### src/rtl/dsp_sequencer_if.sv
// Program RAM read bus between the DSP sequencer and its synchronous program store.
`timescale 1ns/1ps
interface dsp_sequencer_if #(
  parameter int INSTR_WIDTH     = 26,
  parameter int PROG_ADDR_WIDTH = 10
);
  logic                       prog_rd_en;
  logic [PROG_ADDR_WIDTH-1:0] prog_rd_addr;
  logic [INSTR_WIDTH-1:0]     prog_rd_data;

  // Sequencer side: drives the read request, receives the word one cycle later.
  modport master (
    output prog_rd_en,
    output prog_rd_addr,
    input  prog_rd_data
  );

  // Program RAM side.
  modport slave (
    input  prog_rd_en,
    input  prog_rd_addr,
    output prog_rd_data
  );
endinterface

### src/rtl/dsp_sequencer.sv
// Per-frame DSP instruction sequencer: on an accepted sample strobe it streams
// the program from RAM into the core, pads with NOPs until the pipeline drains,
// pulses frame_done, counts frames and flags strobes that arrive mid-frame.
`timescale 1ns/1ps
module dsp_sequencer #(
  parameter int INSTR_WIDTH     = 26,
  parameter int PROG_ADDR_WIDTH = 10,
  parameter int PIPE_DEPTH      = 5,
  parameter int FRAME_CNT_WIDTH = 16
) (
  input  logic                       clk,
  input  logic                       reset_n,
  input  logic                       run_en,
  input  logic                       sample_strobe,
  input  logic [PROG_ADDR_WIDTH:0]   prog_len,
  dsp_sequencer_if.master            prog,
  output logic [INSTR_WIDTH-1:0]     instruction,
  output logic                       busy,
  output logic                       frame_done,
  output logic                       overrun,
  input  logic                       overrun_clear,
  output logic [FRAME_CNT_WIDTH-1:0] frame_count
);

  // The drain counter runs 0..PIPE_DEPTH, covering the last RAM read, the
  // issue register and PIPE_DEPTH trailing NOP cycles.
  localparam int DRAIN_CNT_WIDTH = (PIPE_DEPTH > 0) ? $clog2(PIPE_DEPTH + 1) : 1;
  localparam logic [DRAIN_CNT_WIDTH-1:0] DRAIN_LAST = DRAIN_CNT_WIDTH'(PIPE_DEPTH);
  localparam logic [PROG_ADDR_WIDTH:0]   MAX_LEN    = {1'b1, {PROG_ADDR_WIDTH{1'b0}}};

  typedef enum logic [1:0] {
    ST_IDLE  = 2'd0,
    ST_FETCH = 2'd1,
    ST_DRAIN = 2'd2,
    ST_DONE  = 2'd3
  } state_t;

  state_t                      state_r;
  logic                        rd_en_r;
  logic [PROG_ADDR_WIDTH-1:0]  rd_addr_r;
  logic [PROG_ADDR_WIDTH-1:0]  last_addr_r;
  logic [DRAIN_CNT_WIDTH-1:0]  drain_cnt_r;
  logic                        valid_d_r;
  logic [INSTR_WIDTH-1:0]      instruction_r;
  logic                        busy_r;
  logic                        frame_done_r;
  logic                        overrun_r;
  logic [FRAME_CNT_WIDTH-1:0]  frame_count_r;

  logic                        strobe_s;
  logic                        accept_s;
  logic                        overrun_set_s;
  logic                        len_zero_s;
  logic [PROG_ADDR_WIDTH-1:0]  last_addr_s;

  // Strobe qualification and clamped program length decode.
  always_comb begin
    strobe_s      = sample_strobe & run_en;
    accept_s      = strobe_s & ((state_r == ST_IDLE) || (state_r == ST_DONE));
    overrun_set_s = strobe_s & busy_r;
    len_zero_s    = (prog_len == {(PROG_ADDR_WIDTH+1){1'b0}});
    // Lengths above the RAM depth clamp to the full RAM; the address never wraps.
    last_addr_s   = (prog_len >= MAX_LEN) ? {PROG_ADDR_WIDTH{1'b1}}
                                          : (prog_len[PROG_ADDR_WIDTH-1:0] - PROG_ADDR_WIDTH'(1));
  end

  // Sequencer FSM with registered RAM request, issue path, status and counters.
  always_ff @(posedge clk or negedge reset_n) begin
    if (!reset_n) begin
      state_r       <= ST_IDLE;
      rd_en_r       <= 1'b0;
      rd_addr_r     <= {PROG_ADDR_WIDTH{1'b0}};
      last_addr_r   <= {PROG_ADDR_WIDTH{1'b0}};
      drain_cnt_r   <= {DRAIN_CNT_WIDTH{1'b0}};
      valid_d_r     <= 1'b0;
      instruction_r <= {INSTR_WIDTH{1'b0}};
      busy_r        <= 1'b0;
      frame_done_r  <= 1'b0;
      overrun_r     <= 1'b0;
      frame_count_r <= {FRAME_CNT_WIDTH{1'b0}};
    end else begin
      frame_done_r  <= 1'b0;
      // RAM data lags the request by one cycle; the valid delay tracks it.
      valid_d_r     <= rd_en_r;
      instruction_r <= valid_d_r ? prog.prog_rd_data : {INSTR_WIDTH{1'b0}};

      // Sticky overrun: a new overrun strobe beats a coincident clear.
      if (overrun_set_s) begin
        overrun_r <= 1'b1;
      end else if (overrun_clear) begin
        overrun_r <= 1'b0;
      end else begin
        overrun_r <= overrun_r;
      end

      case (state_r)
        ST_IDLE, ST_DONE: begin
          if (accept_s) begin
            busy_r      <= 1'b1;
            rd_addr_r   <= {PROG_ADDR_WIDTH{1'b0}};
            last_addr_r <= last_addr_s;
            if (len_zero_s) begin
              // Empty program: hold busy for one cycle, then report completion.
              state_r     <= ST_DRAIN;
              rd_en_r     <= 1'b0;
              drain_cnt_r <= DRAIN_LAST;
            end else begin
              state_r     <= ST_FETCH;
              rd_en_r     <= 1'b1;
              drain_cnt_r <= {DRAIN_CNT_WIDTH{1'b0}};
            end
          end else begin
            state_r <= ST_IDLE;
            rd_en_r <= 1'b0;
            busy_r  <= 1'b0;
          end
        end

        ST_FETCH: begin
          if (rd_addr_r == last_addr_r) begin
            state_r     <= ST_DRAIN;
            rd_en_r     <= 1'b0;
            drain_cnt_r <= {DRAIN_CNT_WIDTH{1'b0}};
          end else begin
            rd_en_r   <= 1'b1;
            rd_addr_r <= rd_addr_r + PROG_ADDR_WIDTH'(1);
          end
        end

        ST_DRAIN: begin
          if (drain_cnt_r == DRAIN_LAST) begin
            state_r       <= ST_DONE;
            busy_r        <= 1'b0;
            frame_done_r  <= 1'b1;
            frame_count_r <= frame_count_r + FRAME_CNT_WIDTH'(1);
          end else begin
            drain_cnt_r <= drain_cnt_r + DRAIN_CNT_WIDTH'(1);
          end
        end

        default: begin
          state_r <= ST_IDLE;
          rd_en_r <= 1'b0;
          busy_r  <= 1'b0;
        end
      endcase
    end
  end

  assign prog.prog_rd_en   = rd_en_r;
  assign prog.prog_rd_addr = rd_addr_r;
  assign instruction       = instruction_r;
  assign busy              = busy_r;
  assign frame_done        = frame_done_r;
  assign overrun           = overrun_r;
  assign frame_count       = frame_count_r;

endmodule

### src/flat_wrapper.sv
// flat-port wrapper written by rule: the top's interface ports become plain ports
module dsp_sequencer_flat 
#(
  parameter int INSTR_WIDTH     = 26,
  parameter int PROG_ADDR_WIDTH = 10,
  parameter int PIPE_DEPTH      = 5,
  parameter int FRAME_CNT_WIDTH = 16
)
  (clk, reset_n, run_en, sample_strobe, prog_len, instruction, busy, frame_done, overrun, overrun_clear, frame_count, prog_prog_rd_en, prog_prog_rd_addr, prog_prog_rd_data);
  dsp_sequencer_if #(.INSTR_WIDTH(INSTR_WIDTH), .PROG_ADDR_WIDTH(PROG_ADDR_WIDTH)) prog_i ();
  input  logic clk;
  input  logic reset_n;
  input  logic run_en;
  input  logic sample_strobe;
  input  logic [PROG_ADDR_WIDTH:0] prog_len;
  output logic [INSTR_WIDTH-1:0] instruction;
  output logic busy;
  output logic frame_done;
  output logic overrun;
  input  logic overrun_clear;
  output logic [FRAME_CNT_WIDTH-1:0] frame_count;
  output wire logic [$bits(prog_i.prog_rd_en)-1:0] prog_prog_rd_en;
  output wire logic [$bits(prog_i.prog_rd_addr)-1:0] prog_prog_rd_addr;
  input wire logic [$bits(prog_i.prog_rd_data)-1:0] prog_prog_rd_data;
  assign prog_prog_rd_en = prog_i.prog_rd_en;
  assign prog_prog_rd_addr = prog_i.prog_rd_addr;
  assign prog_i.prog_rd_data = prog_prog_rd_data;
  dsp_sequencer #(.INSTR_WIDTH(INSTR_WIDTH), .PROG_ADDR_WIDTH(PROG_ADDR_WIDTH), .PIPE_DEPTH(PIPE_DEPTH), .FRAME_CNT_WIDTH(FRAME_CNT_WIDTH)) u_core (.clk(clk), .reset_n(reset_n), .run_en(run_en), .sample_strobe(sample_strobe), .prog_len(prog_len), .prog(prog_i), .instruction(instruction), .busy(busy), .frame_done(frame_done), .overrun(overrun), .overrun_clear(overrun_clear), .frame_count(frame_count));
endmodule
### config.mk
export PLATFORM = sky130hd
export DESIGN_NAME = dsp_sequencer_flat
export DESIGN_NICKNAME = d
export VERILOG_FILES = /design/src/rtl/dsp_sequencer_if.sv /design/src/rtl/dsp_sequencer.sv /design/src/flat_wrapper.sv
export SDC_FILE = /design/constraint.sdc
export NUM_CORES = 1
export LEC_CHECK = 0
export ABC_AREA = 1
export ABC_CLOCK_PERIOD_IN_PS = 4200
export CAP_MARGIN = 40
export CELL_PAD_IN_SITES_DETAIL_PLACEMENT = 0
export CELL_PAD_IN_SITES_GLOBAL_PLACEMENT = 1
export CORE_UTILIZATION = 38
export DETAILED_ROUTE_END_ITERATION = 10
export PLACE_DENSITY = 0.86
export SYNTH_ARGS = -nofsm -noshare
export SYNTH_HDL_FRONTEND = slang
export SYNTH_SLANG_ARGS = --single-unit
### constraint.sdc
create_clock -name clk -period 4.2 [get_ports clk]
set_input_delay 0.84 -clock clk [delete_from_list [all_inputs] [get_ports clk]]
set_output_delay 0.84 -clock clk [all_outputs]
set_load 0.05 [all_outputs]
; ---- Word level (Yosys, flattened, before mapping)
; Cells that the tools add are included.
; W data, S select, Z words.
[totals]
reg_bits = 72
in_bits = 42
word_cells = 68
[op_classes]
reduce_logical = 13
n_eq_ne = 10
muxes = 26
n_bitwise = 3
n_addsub = 4
order_cmp = 1
[ops]
columns = op, count
row1 = $mux W10, 3
row2 = $mux W26, 1
row3 = $pmux W10 S2, 1
row4 = $add A16 B1 Y16 const B, 1
row5 = $mux W3, 4
row6 = $ge A11 B11 Y1 const B, 1
row7 = $logic_not A11 Y1, 1
row8 = $add A10 B1 Y10 const B, 1
row9 = $eq A10 B10 Y1, 1
row10 = $sub A10 B1 Y10 const B, 1
row11 = $mux W1, 9
row12 = $pmux W3 S3, 1
row13 = $mux W2, 4
row14 = $reduce_and A2 Y1, 4
row15 = $ne A2 B1 Y1 const B, 3
row16 = $pmux W2 S3, 1
row17 = $reduce_and A3 Y1, 2
row18 = $reduce_bool A2 Y1, 3
row19 = $eq A2 B2 Y1 const B, 2
row20 = $ne A2 B2 Y1 const B, 2
row21 = $pmux W1 S2, 2
row22 = $add A3 B1 Y3 const B, 1
row23 = $and A1 B1 Y1, 3
row24 = $eq A3 B3 Y1 const B, 1
row25 = 4 further kinds, 4

; ---- Longest topological paths before layout
; Gate-level depths: netlist of the first run.
[logic_depth]
word_depth = 5
mapped_depth = 11
ltp_nobuf = 11

; ---- Worst setup path before layout of the first run
; No wires, ideal clock.
[synth_path]
path_type = in2reg
start = input prog_len[1]
end = register u_core.rd_en_r, in the netlist u_core.prog.prog_rd_en
path_buffers = 0
path_stages = 11
t_required_ps = 4081
arrival_time_ps = 1765
setup_ps = 119
setup_slack_ps = 2316
path_cell_list = inv_1 -> ha_1 -> nand2_1 -> nor2_1 -> inv_1 -> nor2_2 -> nand2_1 -> nand2_1 -> nand2_1 -> nand3b_1 -> nand2_1
[synth_between]
elab_chain_cells = 4
[synth_lines]
columns = element, line
row1 = from (decl), flat_wrapper.sv:15  ; input logic [PROG_ADDR_WIDTH:0] prog_len;
row2 = $logic_not A11 Y1, dsp_sequencer.sv:61  ; len_zero_s = (prog_len == {(PROG_ADDR_WIDTH+1){1'b0}});
row3 = $mux W1, dsp_sequencer.sv:102  ; if (len_zero_s) begin
row4 = $mux W1, dsp_sequencer.sv:98  ; if (accept_s) begin
row5 = $pmux W1 S2, dsp_sequencer.sv:96  ; case (state_r)
row6 = to (signal assigned), dsp_sequencer.sv:71  ; rd_en_r <= 1'b0;
row7 = to (signal assigned), dsp_sequencer.sv:105  ; rd_en_r <= 1'b0;
row8 = to (signal assigned), dsp_sequencer.sv:109  ; rd_en_r <= 1'b1;
row9 = to (decl), dsp_sequencer.sv:39  ; logic rd_en_r;
; Every way passes these cells.
; A chain may end at the register's enable or synchronous reset.

; ---- Worst setup path in the final report of the first run
[layout_path]
start = register u_core.rd_addr_r[0], in the netlist u_core.prog.prog_rd_addr[0]
end = output prog_prog_rd_addr[0]
[layout_lines]
columns = element, line
row1 = from (decl), dsp_sequencer.sv:40  ; logic [PROG_ADDR_WIDTH-1:0] rd_addr_r;
row2 = from (signal assigned), dsp_sequencer.sv:72  ; rd_addr_r <= {PROG_ADDR_WIDTH{1'b0}};
row3 = from (signal assigned), dsp_sequencer.sv:100  ; rd_addr_r <= {PROG_ADDR_WIDTH{1'b0}};
row4 = from (signal assigned), dsp_sequencer.sv:126  ; rd_addr_r <= rd_addr_r + PROG_ADDR_WIDTH'(1);
row5 = to (decl), flat_wrapper.sv:23  ; output wire logic [$bits(prog_i.prog_rd_addr)-1:0] prog_prog_rd_addr;
; No word-level cell between the ends.

==> summary.md, run 1 <==
| Metric | Value |
|---|---|
| Status | `finished, final reports clean` |
| Setup ws final | `about 1600 ps` |
| Worst path slowest cell | `clkdlybuf4s50_1` |
| Worst EP required | `roughly 3400 ps` |
| Synth Register Bits | `72` |
| Worst Setup End Kind | `output port` |
| Synth async-reset ratio | `100%` |
| Count of final hold-check violations | `0` |
| Resized cells post-CTS | `0` |
| IO Pins | `98` |
| Max clock buf depth | `2` |
| Clk pin slew, worst setup/hold paths | `90 ps` |
| Max incr delay on CP | `870 ps` |
| Syn Nets | `492` |
| Global router's overall resource usage | `17.2%` |
| Worst Path Max Fanout | `9` |
| Final period utilization | `61.4%` |
| Commonest non-fill, non-tap cell in the layout | `nand2_1` |
| # setup viols final | `0` |
| DR pass1 iterations | `4` |
| WP buf/inv | `1` |
| WL final | `8.00 mm` |
| Initial antenna violation count | `0` |
| TritonCTS clock tree | `built` |
| Post-Place Worst Slack | `1600 ps` |
| Ys flop type | `dfrtp_1` |
| Share of cells above drive strength 1 | `7.82%` |
| First-pass GRT wire length | `13.6 mm` |
| Pwr/cell area | `~460 nW/um^2` |
| Core region area | `9280 um^2` |
| Clock latency on the worst-skew pair | `340 ps` |
| CP Cell Sequence | `clkdlybuf4s50_1` |
| Final Wtd Congestion | `around 0.80` |
| H-tree lvl count | `3` |
| Synth Cell Area | `3650 um^2` |
| Commonest non-fill, non-tap cells in the layout | `140 x nand2_1, 96 x clkdlybuf4s50_1, 74 x inv_1, 72 x dfrtp_1, 27 x nand3_1` |
| Vias | `just over 3000` |
| Pleak | `2.51 nW` |
| Site Rows | `35` |
| Post-detailed-route wirelength per cell | `roughly 12 um` |
| CP arrival | `1740 ps` |
| Total grt overflow | `0` |
| Initial Util | `39.4%` |
| Via-per-instance ratio | `4.51` |
| Hold-fix buffers at CTS | `0` |
| Antenna diodes | `0` |
| RSZ-0062 raised after global routing | `no` |
| Max-Cap Viols | `0` |
| Max IR drop VDD | `244 uV` |
| EDFF count, synth | `0` |
| Clock Sink Count | `a little over 70` |
| HPWL after DPL | `about 6.0 mm` |
| Die area | `about 10000 um^2` |
| Syn_area_per_cell | `8.27 um^2` |
| Max Clock Skew | `19.2 ps` |
| Cells after Synth | `442` |
| Yosys warns | `0` |
| HP Class | `primary input to asynchronous set/reset pin` |
| Distinct cells, synth | `38` |
| Synthesis-to-layout area growth | `35.4%` |
| Post-DRT Antenna Nets | `0` |
| Final Power | `2.28 mW` |
| Number of global-route vias before repair | `2989` |
| Die X | `100 um` |
| Register area share after synthesis | `49.3%` |
| Slew @ Worst Pin | `728 ps` |
| Total Nets Final | `595` |
| CTS root buf | `clkbuf_8` |
| Post-route DRC | `0` |
| Total negative slack | `0 ps` |
| Setup Crit Path Kind | `flop to output port` |
| Max-slew headroom | `around half` |
| Final max-slew violation count | `0` |
| Startpoint Class | `flop` |
| Max Clock Freq | `between 300 and 400 MHz` |
| Min Tclk post-route | `2580 ps` |
| Die height | `roughly 100 um` |
| Largest net degree at the start of global routing | `52` |
| 1st-iter DRT viols | `118` |
| IO Port Bufs | `97` |
| Number of post-CTS setup repair buffers | `0` |
| Inserted Clock Buffers | `9` |
| Delay-heaviest family, CP | `buffers and inverters` |
final timing paths:
check	start	end	slack (ps)	cells past startpoint
max in group asynchronous	reset_n	u_core.last_addr_r[9]$_DFFE_PN0P_	2710	2
worst max register to register	u_core.state_r[0]$_DFFE_PN0P_	u_core.last_addr_r[8]$_DFFE_PN0P_	2300	10
worst min-delay path	reset_n	u_core.frame_count[6]$_DFFE_PN0P_	450	1
min in group clk	u_core.prog.prog_rd_en$_DFFE_PN0P_	u_core.valid_d_r$_DFF_PN0_	460	0
worst min register to register	u_core.prog.prog_rd_en$_DFFE_PN0P_	u_core.valid_d_r$_DFF_PN0_	460	0
worst max-delay path	u_core.prog.prog_rd_addr[0]$_DFFE_PN0P_	prog_prog_rd_addr[0]	1620	1
routing by layer:
layer  GRT usage (%)  routed length (um)  share of wire [%]
met1            22.4                3720                 47
met2            26.9                3540                 44
met3            6.89                 688                8.6
met4            4.35                  51               0.64
met5               0                   0                  0
report_power, final:
group          leakage (nW)  switching [mW]  internal, mW  total, mW
logic                  1.47           0.552         0.297      0.849
clock network        0.0924           0.272         0.250      0.522
registers             0.948          0.0960         0.815      0.911
total                  2.51           0.920          1.36       2.28
registers in the layout, indices dropped and copies added, names as in the netlist:
name,cells
u_core.state_r,2
u_core.prog.prog_rd_en,1
u_core.instruction,26
u_core.frame_count,16
u_core.valid_d_r,1
u_core.prog.prog_rd_addr,10
u_core.frame_done,1
u_core.drain_cnt_r,3
u_core.last_addr_r,10
u_core.overrun,1
u_core.busy,1
metrics by stage:
stage / hold slack, ps / std cells / instance area [um^2] / util (%)
after detailed placement: 421 / 663 / 4760 / 51.3
after floorplan: 467 / 442 / 3650 / -
after global placement: 429 / 663 / 4760 / 51.3
final: 454 / 679 / 4950 / 53.3
after CTS: 458 / 679 / 4950 / 53.3
after global routing: 468 / 679 / 4950 / 53.3
layout make-up:
type                       count  area [um^2]
clock buffer                  11          151
sequential                    72         1800
clock inverter                 5         37.5
inverter                      78          293
timing repair buffer         100          988
tap                          129          161
fill                         902         4340
multi-input combinational    284         1520
Yosys cell counts, types with 5 or more instances:
| cell | n | area, um^2 |
|---|---|---|
| inv_1 | 74 | 278 |
| nand2_1 | 140 | 526 |
| nor3_1 | 6 | 30.0 |
| o22ai_1 | 5 | 31.3 |
| dfrtp_1 | 72 | 1800 |
| xor2_1 | 16 | 140 |
| ha_1 | 8 | 100 |
| nand3_1 | 27 | 135 |
| xnor2_1 | 10 | 87.6 |
| nor2_1 | 23 | 86.3 |
| nand4_1 | 11 | 68.8 |
cells by family (layout without fill, tap and decap cells):
logic type	after synthesis	count (layout)	synth area share, %
simple gates	228	228	28.7
buf+inv	86	194	9.21
flops	72	72	49.3
xor+xnor	26	26	6.23
compound gates	22	22	3.77
fa+ha+maj	8	8	2.74
Note: power is estimated with default switching activity, not from simulation.
==> inputs of run 2 (changes only) <==
--- a/config.mk
+++ b/config.mk
@@ -6,13 +6,13 @@
 export NUM_CORES = 1
 export LEC_CHECK = 0
 export ABC_AREA = 1
-export ABC_CLOCK_PERIOD_IN_PS = 4200
+export ABC_CLOCK_PERIOD_IN_PS = 2400
 export CAP_MARGIN = 40
 export CELL_PAD_IN_SITES_DETAIL_PLACEMENT = 0
 export CELL_PAD_IN_SITES_GLOBAL_PLACEMENT = 1
-export CORE_UTILIZATION = 38
+export CORE_UTILIZATION = 35
 export DETAILED_ROUTE_END_ITERATION = 10
-export PLACE_DENSITY = 0.86
+export PLACE_DENSITY = 0.8
 export SYNTH_ARGS = -nofsm -noshare
 export SYNTH_HDL_FRONTEND = slang
 export SYNTH_SLANG_ARGS = --single-unit
==> constraint.sdc (replaced) <==
create_clock -name clk -period 2.4 [get_ports clk]
set_input_delay 0.48 -clock clk [delete_from_list [all_inputs] [get_ports clk]]
set_output_delay 0.48 -clock clk [all_outputs]
set_load 0.05 [all_outputs]
==> run 2 against run 1 <==
Compared with the run above: total power grew 87%; non-clock buffer count up 1; sequential power up 75%; via count shrank 0.16%; wire length is 0.22% lower; flip-flop and latch count did not move; die area up 8.4%; register-to-register slack got worse by 1700 ps; clock skew shrank 6.7 ps; worst setup slack got worse by 1400 ps; cell area increased by 1.6%; first-iteration DRC count decreased by 18%; critical path type unchanged; critical endpoint is now prog_prog_rd_addr[2]; highest routed layer unchanged.
==> summary.md, run 2 (same netlist as run 1, synthesis figures left out) <==
| Metric | Value |
|---|---|
| Max IR drop VDD | `441 uV` |
| Pleak | `between 2 and 3 nW` |
| IO Pins | `98` |
| Max incr delay on CP | `860 ps` |
| Startpoint Class | `flop` |
| Post-placement cell area | `4780 um^2` |
| H-tree lvl count | `3` |
| 1st-iter DRT viols | `97` |
| Antenna diodes | `0` |
| DR pass1 iterations | `4` |
| CP arrival | `1720 ps` |
| Area occupied by multi-input gates | `1520 um^2` |
| Post-detailed-route wirelength per cell | `11.7 um` |
| FILL cells | `990` |
| Vias | `between 3000 and 4000` |
| Synthesis-to-layout area growth | `37.7%` |
| Hold-fix buffers at CTS | `0` |
| Largest net degree at the start of global routing | `47` |
| Final period utilization | `91.7%` |
| Delay-heaviest family, CP | `buffers and inverters` |
| Total grt overflow | `0` |
| Worst EP required | `1920 ps` |
| WP buf/inv | `1` |
| Via-per-instance ratio | `about 4.5` |
| Die X | `104 um` |
| TritonCTS clock tree | `built` |
| Inserted Clock Buffers | `9` |
| Max clock buf depth | `2` |
| RSZ-0062 raised after global routing | `no` |
| Number of global-route vias before repair | `approximately 3000` |
| Final max-slew violation count | `0` |
| IO Port Bufs | `97` |
| Commonest non-fill, non-tap cells in the layout | `140 x nand2_1, 96 x clkdlybuf4s50_1, 74 x inv_1, 72 x dfrtp_1, 27 x nand3_1` |
| Worst Setup End Kind | `output port` |
| Share of cells above drive strength 1 | `between 7 and 8%` |
| Initial Util | `36.7%` |
| Pwr/cell area | `848 nW/um^2` |
| Die height | `between 100 and 150 um` |
| Fin area | `5030 um^2` |
| Max Clock Skew | `12.5 ps` |
| Worst path slowest cell | `clkdlybuf4s50_1` |
| Clock latency on the worst-skew pair | `approximately 350 ps` |
| WL final | `approximately 8 mm` |
| Max Clock Freq | `454 MHz` |
| Commonest non-fill, non-tap cell in the layout | `nand2_1` |
| HP Class | `primary input to asynchronous set/reset pin` |
| Max-Cap Viols | `0` |
| Clock Sink Count | `72` |
| Max-slew headroom | `49.4%` |
| Total Nets Final | `between 500 and 600` |
| Status | `finished, final reports clean` |
| # setup viols final | `0` |
| Min Tclk post-route | `~2200 ps` |
| Resized cells post-CTS | `0` |
| Core region area | `around 10000 um^2` |
| Total negative slack | `0 ps` |
| Initial antenna violation count | `0` |
| First-pass GRT wire length | `14.1 mm` |
| Count of final hold-check violations | `0` |
| Setup Crit Path Kind | `flop to output port` |
| CTS root buf | `clkbuf_8` |
| Site Rows | `36` |
| HPWL after DPL | `5.92 mm` |
| Slew @ Worst Pin | `759 ps` |
| Global router's overall resource usage | `16.1%` |
| Final Wtd Congestion | `about 0.8` |
| CP Cell Sequence | `clkdlybuf4s50_1` |
| Post-route DRC | `0` |
| Clk pin slew, worst setup/hold paths | `80 ps` |
| Die area | `around 11000 um^2` |
| Register area | `1800 um^2` |
| Worst Path Max Fanout | `8` |
| Post-DRT Antenna Nets | `0` |
| Number of post-CTS setup repair buffers | `0` |
| Max reg flops | `26` |
[run 2: cell count changes in the layout (fill, tap and decap cells not counted), sizes merged]
cell	change
clkinvlp	-2
clkinv	+1
inv	-2
bufinv	+3
buf	+1
[run 2: routing by layer]
layer | track usage [%] | routed length (um) | share of wire, %
met3 | 5.70 | 590 | 7.4
met5 | 0 | 0 | 0
met1 | 20.3 | 3650 | 46
met4 | 4.90 | 77 | 0.96
met2 | 25.9 | 3670 | 46
[run 2: worst paths after layout]
path	start	to	slack (ps)	depth (start not counted)
max	u_core.prog.prog_rd_addr[2]$_DFFE_PN0P_	prog_prog_rd_addr[2]	200	1
min	reset_n	u_core.instruction[22]$_DFF_PN0_	130	1
max reg2reg	u_core.state_r[0]$_DFFE_PN0P_	u_core.last_addr_r[8]$_DFFE_PN0P_	640	9
min reg2reg	u_core.prog.prog_rd_en$_DFFE_PN0P_	u_core.valid_d_r$_DFF_PN0_	460	0
max in group asynchronous	reset_n	u_core.frame_count[1]$_DFFE_PN0P_	1600	2
min in group clk	u_core.prog.prog_rd_en$_DFFE_PN0P_	u_core.valid_d_r$_DFF_PN0_	460	0
[run 2: stage by stage]
step	utilization (%)	power [mW]	std cells	setup slack (ps)	hold WS (ps)
3_3_place_gp	48.1	3.10	668	237	430
6_report	50.5	4.27	684	199	129
2_1_floorplan	-	2.60	442	689	184
3_5_place_dp	48.1	3.13	668	174	440
4_1_cts	50.5	4.33	684	178	145
5_1_grt	50.5	4.54	684	119	164
[run 2: final cells by class]
class | count | area share, %
Sequential cell | 72 | 35.8
Inverter | 78 | 5.82
Multi-Input combinational cell | 284 | 30.1
Timing Repair Buffer | 101 | 20.0
Clock inverter | 5 | 2.06
Clock buffer | 11 | 2.81
Tap cell | 133 | 3.31
[run 2: report_power, final]
group          leakage, nW  switching (mW)  internal [mW]
Combinational         1.48           0.967          0.527
Clock                0.124           0.465          0.720
Sequential           0.948           0.160           1.43
Total                 2.55            1.59           2.67
==> inputs of run 3 (changes only) <==
--- a/config.mk
+++ b/config.mk
@@ -7,12 +7,11 @@
 export LEC_CHECK = 0
 export ABC_AREA = 1
 export ABC_CLOCK_PERIOD_IN_PS = 2400
-export CAP_MARGIN = 40
 export CELL_PAD_IN_SITES_DETAIL_PLACEMENT = 0
 export CELL_PAD_IN_SITES_GLOBAL_PLACEMENT = 1
 export CORE_UTILIZATION = 35
 export DETAILED_ROUTE_END_ITERATION = 10
-export PLACE_DENSITY = 0.8
+export PLACE_DENSITY_LB_ADDON = 0.1
 export SYNTH_ARGS = -nofsm -noshare
 export SYNTH_HDL_FRONTEND = slang
 export SYNTH_SLANG_ARGS = --single-unit
==> run 3 against run 2 <==
Compared with the run above: register-to-register slack about the same; fmax grew 0.38%; sequential share of layout area down 0.080 points; critical path type unchanged; critical endpoint unchanged.
==> summary.md, run 3 (same netlist as run 1, synthesis figures left out) <==
| Metric | Value |
|---|---|
| Status | `finished, final reports clean` |
| Vias | `3035` |
| Via-per-instance ratio | `4.44` |
| Delay-heaviest family, CP | `buffers and inverters` |
| Final Wtd Congestion | `0.882` |
| Fin cells | `684` |
| Global router's overall resource usage | `16.1%` |
| Post-placement cell area | `4790 um^2` |
| HP Class | `primary input to asynchronous set/reset pin` |
| Number of global-route vias before repair | `around 2900` |
| DRT met1 WL | `around 3.8 mm` |
| Die height | `between 100 and 150 um` |
| DR top layer | `met4` |
| H-tree lvl count | `3` |
| IO Port Bufs | `97` |
| Commonest non-fill, non-tap cell in the layout | `nand2_1` |
| CP Cell Sequence | `clkdlybuf4s50_1` |
| Final Power | `roughly 4.3 mW` |
| Commonest non-fill, non-tap cells in the layout | `140 x nand2_1, 96 x clkdlybuf4s50_1, 74 x inv_1, 72 x dfrtp_1, 27 x nand3_1` |
| Met2 wire length | `around 3.5 mm` |
| Total Nets Final | `596` |
| CTS root buf | `clkbuf_8` |
| Pleak | `2.55 nW` |
| TritonCTS clock tree | `built` |
| WL final | `8.03 mm` |
| Total grt overflow | `0` |
| Min Tclk post-route | `2190 ps` |
| Synthesis-to-layout area growth | `38.0%` |
| WP buf/inv | `1` |
| Die X | `between 100 and 150 um` |
| Largest net degree at the start of global routing | `38` |
| CP arrival | `1710 ps` |
| Clk pin slew, worst setup/hold paths | `80 ps` |
| # setup viols final | `0` |
| Fin util | `around half` |
| RSZ-0062 raised after global routing | `no` |
| Slew @ Worst Pin | `766 ps` |
| Post-DRT Antenna Nets | `0` |
| Hold-fix buffers at CTS | `0` |
| Final max-slew violation count | `0` |
| Register area | `1800 um^2` |
| Setup Crit Path Kind | `flop to output port` |
| Worst EP required | `1920 ps` |
| Share of cells above drive strength 1 | `7.99%` |
| Antenna diodes | `0` |
| Max-slew headroom | `around 49%` |
| Startpoint Class | `flop` |
| Post-Place Worst Slack | `172 ps` |
| Fin area | `5040 um^2` |
| Max incr delay on CP | `around 860 ps` |
| Clock latency on the worst-skew pair | `~340 ps` |
| Worst Path Max Fanout | `8` |
| Initial antenna violation count | `0` |
| Resized cells post-CTS | `0` |
| Number of post-CTS setup repair buffers | `0` |
| Core region area | `about 10000 um^2` |
| Site Rows | `36` |
| Worst path slowest cell | `clkdlybuf4s50_1` |
| Max IR drop VDD | `340 uV` |
| Total negative slack | `0 ps` |
| Final period utilization | `91.4%` |
| Area occupied by multi-input gates | `1520 um^2` |
| Max reg flops | `26` |
| DR pass1 iterations | `4` |
| Initial Util | `36.7%` |
| Post-detailed-route wirelength per cell | `between 10 and 15 um` |
| Worst Setup End Kind | `output port` |
| HPWL after DPL | `around 6 mm` |
| Max-Cap Viols | `0` |
| Dpl cells | `roughly 670` |
| Die area | `10900 um^2` |
| Inserted Clock Buffers | `9` |
| Max clock buf depth | `2` |
| Post-route DRC | `0` |
| IO Pins | `approximately 100` |
| 1st-iter DRT viols | `between 100 and 150` |
| Hold Slack | `102 ps` |
| Max Clock Skew | `just under 9 ps` |
| Max Clock Freq | `456 MHz` |
| Pwr/cell area | `852 nW/um^2` |
| First-pass GRT wire length | `14.1 mm` |
| Setup ws final | `207 ps` |
| FILL cells | `965` |
| WL met3 | `between 500 and 600 um` |
| Count of final hold-check violations | `0` |
| Clock Sink Count | `72` |
-- run 3: worst paths after layout --
check | slack (ps) | depth (start not counted) | from | endpoint
max in group asynchronous | 1740 | 2 | reset_n | u_core.instruction[21]$_DFF_PN0_
hold reg to reg | 450 | 0 | u_core.prog.prog_rd_en$_DFFE_PN0P_ | u_core.valid_d_r$_DFF_PN0_
hold / removal | 100 | 1 | reset_n | u_core.prog.prog_rd_addr[6]$_DFFE_PN0P_
setup reg to reg | 650 | 7 | u_core.state_r[0]$_DFFE_PN0P_ | u_core.frame_count[10]$_DFFE_PN0P_
setup / recovery | 210 | 1 | u_core.prog.prog_rd_addr[2]$_DFFE_PN0P_ | prog_prog_rd_addr[2]
min in group clk | 450 | 0 | u_core.prog.prog_rd_en$_DFFE_PN0P_ | u_core.valid_d_r$_DFF_PN0_
-- run 3: area by class of cell --
| class | count | area share (%) |
|---|---|---|
| clock buffer | 11 | 3.00 |
| clock inverter | 5 | 2.04 |
| timing repair buffer | 101 | 20.1 |
| tap | 133 | 3.30 |
| inverter | 78 | 5.81 |
| multi-input combinational | 284 | 30.1 |
| sequential | 72 | 35.7 |
-- run 3: routing by layer --
metal,vias up,GRT usage (%)
met5,-,0
met4,0,6.43
met1,1372,21.1
met3,13,5.26
met2,81,24.5
li1,1569,-
-- run 3: power by group --
group	leakage (nW)	switching, mW	internal [mW]
combinational	1.48	0.969	0.528
sequential	0.948	0.162	1.43
clock	0.126	0.462	0.746
==> edit 1: new RTL, flow settings as in run 2 <==
Encoding of `state_t`: now Gray code (2 bits for 4 states).
--- a/src/rtl/dsp_sequencer.sv
+++ b/src/rtl/dsp_sequencer.sv
@@ -30,8 +30,8 @@
 
   typedef enum logic [1:0] {
-    ST_IDLE  = 2'd0,
-    ST_FETCH = 2'd1,
-    ST_DRAIN = 2'd2,
-    ST_DONE  = 2'd3
+    ST_IDLE  = 2'b00,
+    ST_FETCH = 2'b01,
+    ST_DRAIN = 2'b11,
+    ST_DONE  = 2'b10
   } state_t;
 
Function: same outputs for any inputs over 10 cycles, from zero or initial values and one cycle with reset_n low; not proved beyond that.
==> edit 1 against run 2 <==
Power grew 13%. Worst setup slack improved by 26 ps. Critical path depth is the same. Area after synthesis fell by 7.8%. Combinational power increased by 26%. First-iteration DRC count grew 14%. Final area down 5.8%. Non-clock buffer count is 1 lower. Routed wire length shrank 7.7%. Sequential cell count stayed put. Largest power group is now combinational logic. Highest routed layer unchanged.
==> edit 1: results (changes against run 2) <==
The flow ran to the end, and the final reports show no timing, DRC or antenna violations. The global routing usage summed across all routing layers is 0.162 (was 0.161), and the net switching power is 1950 uW (was 1590 uW). Worst min-delay path class: primary input to asynchronous set/reset pin (unchanged). The HPWL after detailed placement is 5.46 mm (was 5.92 mm), and the power share of the sequential group is 0.371 (was 0.372). The detailed-route wire length on metal 1 is 3.26 mm (was 3.65 mm).

The logs give 1880 uW (was 1490 uW) for the combinational power and 330 ps (was 174 ps) for the worst slack at placement. The sequential-to-total area share from yosys stat is 0.535 (was 0.493). The logs give 111 (was 97) for the DRC violation total after the first TritonRoute iteration and 0.00239 uW (was 0.00255 uW) for the leakage power.

Via total after detailed routing: 2,753 (was 3,060). The tools report the via count of the first global-routing pass as 2,717 (was 3,007). Capture point of the worst reg-to-reg path: u_core.prog.prog_rd_addr[4] (was u_core.last_addr_r[8]). The run gives 663 um (was 590 um) as the detailed-routed wire length on met3.

Source of the worst register-to-register timing path: u_core.prog.prog_rd_addr[3] (was u_core.state_r[0]). At the later pin of the worst-skew pair, clock insertion delay measures 340 ps. The tools report the endpoint of the worst setup timing path as prog_prog_rd_addr[7] (was prog_prog_rd_addr[2]). The run gives 3.32 mm (was 3.67 mm) as the amount of wire on met2 after detailed routing. The logs give 460 MHz (was 454 MHz) for the maximum clock rate and 0.208 (was 0.203) for the global-route met1 utilization. The worst voltage drop across the vdd grid is 0.504 mV (was 0.441 mV), and the maximum number of pins on one net before global-route repair is 49 (was 47).

The number of fillers in the final layout was 924 (was 990). The worst clock skew came out at 7.44 ps (was 12.5 ps). The transition time at the pin with the least slew margin is 763 ps (was 759 ps), and the register-to-register setup slack is 550 ps (was 640 ps).

The proportion of layout cells with a drive suffix above 1 came out at 0.0644 (was 0.0780). For the number of nets in the synthesized netlist, the log shows 434 (was 492). The logs give 0.238 (was 0.278) for the clock network fraction of total power and 0.0571 (was 0.0570) for the routing usage on met3. The biggest fanout along the worst timing path was 8 (unchanged); the signal arrival time at the worst endpoint was 1700 ps (was 1720 ps). For the initial antenna violation count, the log shows 0 (unchanged). The tools report the buffer type at the clock tree root as clkbuf_8 (unchanged). The number of distinct library cells after synthesis is 30 (was 38), and the cell count of the worst reg-to-reg path is 10 (was 9). The run gives 12.7 mm (was 14.1 mm) as the first-pass GRT wire length. The fraction of met2 tracks used by global routing is 0.248 (was 0.259). The net count reported at finish is 539 (was 596). The number of optimization iterations in the first detailed-route pass was 4 (unchanged). The placer congestion estimate came out at 0.821 (was 0.820). The antenna diode count was 0 (unchanged). The uppermost layer routed is met4 (unchanged). The tools report the count of H-tree levels built during CTS as 3 (unchanged). Leading post-synthesis cells by instance count: nand2_1, dfrtp_1, inv_1 (was nand2_1, inv_1, dfrtp_1). The critical path launch point is u_core.prog.prog_rd_addr[7] (was u_core.prog.prog_rd_addr[2]). Dominant cells by area after synthesis: dfrtp_1, nand2_1, inv_1 (unchanged). Kind of cell adding the most delay to the critical path: buffers and inverters (unchanged).

The routed wirelength normalized by instance count works out to 11.8 um (was 11.7 um).
[edit 1: through the flow]
| stage | utilization | hold WS [ps] | cells | area (sq um) |
|---|---|---|---|---|
| 2_1_floorplan | - | 184 | 387 | 3370 |
| 5_1_grt | 0.510 | 59.9 | 626 | 4740 |
| 3_3_place_gp | 0.485 | 412 | 610 | 4500 |
| 4_1_cts | 0.510 | 45.9 | 626 | 4740 |
| 6_report | 0.510 | 42.0 | 626 | 4740 |
| 3_5_place_dp | 0.485 | 413 | 610 | 4500 |
[edit 1: layout make-up]
class                      instances  area (sq um)  share of cell area
clock buffer                      11           131              0.0277
clock inverter                     5           105              0.0222
inverter                          66           250              0.0528
multi-input combinational        243          1280               0.271
sequential                        72          1800               0.380
tap                              129           161              0.0341
timing repair buffer             100          1000               0.212
[edit 1: cell families after synthesis]
logic type,Yosys count,share of synthesized area
xor gates and xnor gates,26,0.0676
AOI/OAI and AO/OA,19,0.0320
buffers and inverters,72,0.0836
DFF,72,0.535
and+or+nand+nor,193,0.263
adders and majority gates,5,0.0186
==> edit 2: new RTL, flow settings as in run 2 <==
Without the edit above. `INSTR_WIDTH` is set to 26 in 3 places; all go to 18.
--- a/src/rtl/dsp_sequencer_if.sv
+++ b/src/rtl/dsp_sequencer_if.sv
@@ -2,5 +2,5 @@
 `timescale 1ns/1ps
 interface dsp_sequencer_if #(
-  parameter int INSTR_WIDTH     = 26,
+  parameter int INSTR_WIDTH     = 18,
   parameter int PROG_ADDR_WIDTH = 10
 );
--- a/src/rtl/dsp_sequencer.sv
+++ b/src/rtl/dsp_sequencer.sv
@@ -4,5 +4,5 @@
 `timescale 1ns/1ps
 module dsp_sequencer #(
-  parameter int INSTR_WIDTH     = 26,
+  parameter int INSTR_WIDTH     = 18,
   parameter int PROG_ADDR_WIDTH = 10,
   parameter int PIPE_DEPTH      = 5,
--- a/src/flat_wrapper.sv
+++ b/src/flat_wrapper.sv
@@ -2,5 +2,5 @@
 module dsp_sequencer_flat 
 #(
-  parameter int INSTR_WIDTH     = 26,
+  parameter int INSTR_WIDTH     = 18,
   parameter int PROG_ADDR_WIDTH = 10,
   parameter int PIPE_DEPTH      = 5,
Ports: changed (resized instruction and prog_prog_rd_data); port bits go from 98 to 82. No check against the original RTL was run, so the function may have changed too.
==> edit 2 against run 2 <==
Sequential cell count fell by 8. Area after synthesis fell by 11%. Final area fell by 12%. Clock skew fell by 7.5 ps. Register-to-register slack got worse by 150 ps. Routed wire length fell by 9.5%. Sequential share of layout area rose by 0.16 points. Power fell by 10%. Worst setup slack improved by 10 ps. Hold slack got worse by 36 ps. Via count fell by 8.8%. Die area fell by 11%. Sequential power fell by 11%. First-iteration DRC count rose by 46%. Highest routed layer unchanged.
==> edit 2: results (changes against run 2) <==
The flow ran to the end, and the final reports show no timing, DRC or antenna violations. The run gives 0 (unchanged) as the number of resized instances in the post-cts repair step. For the first-pass GRT wire length, the log shows 12.7 mm (was 14.1 mm). The dominant synthesized flop cell is dfrtp_1 (unchanged). The clock network fraction of total power came out at 0.303 (was 0.278).

The largest stage delay on the critical path was 860 ps (about the same). The worst clock skew was 5.00 ps (was 12.5 ps). The tools report the non-filler instance count after layout as 593 (was 684). The global routing usage summed across all routing layers was 0.164 (was 0.161). The clock-pin slew reported for the worst setup and hold paths after clock tree synthesis works out to 80 ps (about the same).

The proportion of layout cells with a drive suffix above 1 was 0.0660 (was 0.0780); the worst voltage drop across the vdd grid was 0.434 mV (was 0.441 mV). The DRC violation total after the first TritonRoute iteration is 142 (was 97). The placer congestion estimate is 0.866 (was 0.820).

The async set-reset flop share out of synthesis works out to 1.00 (unchanged). The tools report the gate count after technology mapping as 389 (was 442). The clock insertion delay at the later pin of the skew report is 340 ps, and the power share of the sequential group is 0.369 (was 0.372). Net switching power: 1420 uW (was 1590 uW).

The run gives 45 (was 47) as the maximum number of pins on one net before global-route repair. Master of the slowest instance on the critical path: clkdlybuf4s50_1 (unchanged). The biggest fanout along the worst timing path is 7 (was 8), and the via total after detailed routing is 2,792 (was 3,060). The tools report the number of optimization iterations in the first detailed-route pass as 7 (was 4). The HPWL after detailed placement is 5.45 mm (was 5.92 mm). The register-to-register setup slack is 490 ps (was 640 ps). Flip-flop count of the largest register, all copies and words added: 18 (was 26). Number of distinct library cells after synthesis: 27 (was 38).

Leading post-synthesis cells by instance count: nand2_1, dfrtp_1, inv_1 (was nand2_1, inv_1, dfrtp_1). The yosys synthesis warning count was 0 (unchanged). The number of port buffers came out at 81 (was 97). The transition time at the pin with the least slew margin is 538 ps (was 759 ps), and the routed wirelength normalized by instance count is 12.2 um (was 11.7 um). For the number of nets in the synthesized netlist, the log shows 431 (was 492). The kind of cell adding the most delay to the critical path is buffers and inverters (unchanged).

Buffer type at the clock tree root: clkbuf_8 (unchanged). The logs give 4200 sq um (was 4780 sq um) for the placed standard-cell area and 0.00222 uW (was 0.00255 uW) for the leakage power. The tools report the net count reported at finish as 522 (was 596). The via count of the first global-routing pass is 2,706 (was 3,007), and the antenna diode count is 0 (unchanged). Dominant cells by area after synthesis: dfrtp_1, nand2_1, inv_1 (unchanged). The worst min-delay path class is primary input to asynchronous set/reset pin (unchanged). The run gives 879 (was 990) as the number of fillers in the final layout. The tools report the number of post-CTS setup repair buffers as 0 (unchanged). Total instance count after detailed placement: 577 (was 668). The power per standard cell area was 861 nW/um^2 (was 848 nW/um^2).

The sequential-to-total area share from yosys stat came out at 0.494 (was 0.493). Number of vias per cell after detailed routing: 4.71 (was 4.47).
## edit 2: changes by cell type after synthesis, moves of 3 or more
cell / delta
dfrtp_1: -8
xnor2_1: +5
nor2_1: +5
nand2_1: -26
inv_1: -12
o21ai_0: +8
nor2_2: -4
inv_2: -4
nor3_1: -3
xor2_1: -3
## edit 2: path summary, 6_finish.rpt
kind                       cells past startpoint                     to                        start
max                                            1   prog_prog_rd_addr[5]  u_core.prog.prog_rd_addr[5]
min                                            1  u_core.last_addr_r[1]                      reset_n
max reg2reg                                    7  u_core.last_addr_r[8]            u_core.state_r[0]
min reg2reg                                    0       u_core.valid_d_r       u_core.prog.prog_rd_en
max in group asynchronous                      2  u_core.frame_count[8]                      reset_n
min in group clk                               0       u_core.valid_d_r       u_core.prog.prog_rd_en
## edit 2: area by class of cell
cell class	count	area [sq um]	share of cell area
inverters	64	240	0.0540
clock inverters	7	125	0.0281
multi-input cells	256	1380	0.309
well taps	108	135	0.0304
clock buffers	9	124	0.0278
repair buffers	85	848	0.191
flip-flops and latches	64	1600	0.360
## edit 2: per-stage QoR
stage	worst slack [ps]	hold WS (ps)
floorplan	657	184
global placement	324	405
detailed placement	231	395
CTS	190	104
global route	123	115
finish	209	93.0
## edit 2: routing by layer
metal | vias to the layer above | GRT usage | part of all wire
met5 | - | 0 | 0
li1 | 1395 | - | -
met1 | 1313 | 0.227 | 0.47
met2 | 78 | 0.249 | 0.45
met3 | 6 | 0.0544 | 0.071
met4 | 0 | 0.0425 | 0.011
## edit 2: logic make-up (layout without fill, tap and decap cells)
family / Yosys count / in the layout / share of synthesized area
fa+ha+maj: 8 / 8 / 0.0309
buf+inv: 69 / 165 / 0.0807
flops: 64 / 64 / 0.494
simple gates: 194 / 194 / 0.271
compound gates: 26 / 26 / 0.0471
xor+xnor: 28 / 28 / 0.0757
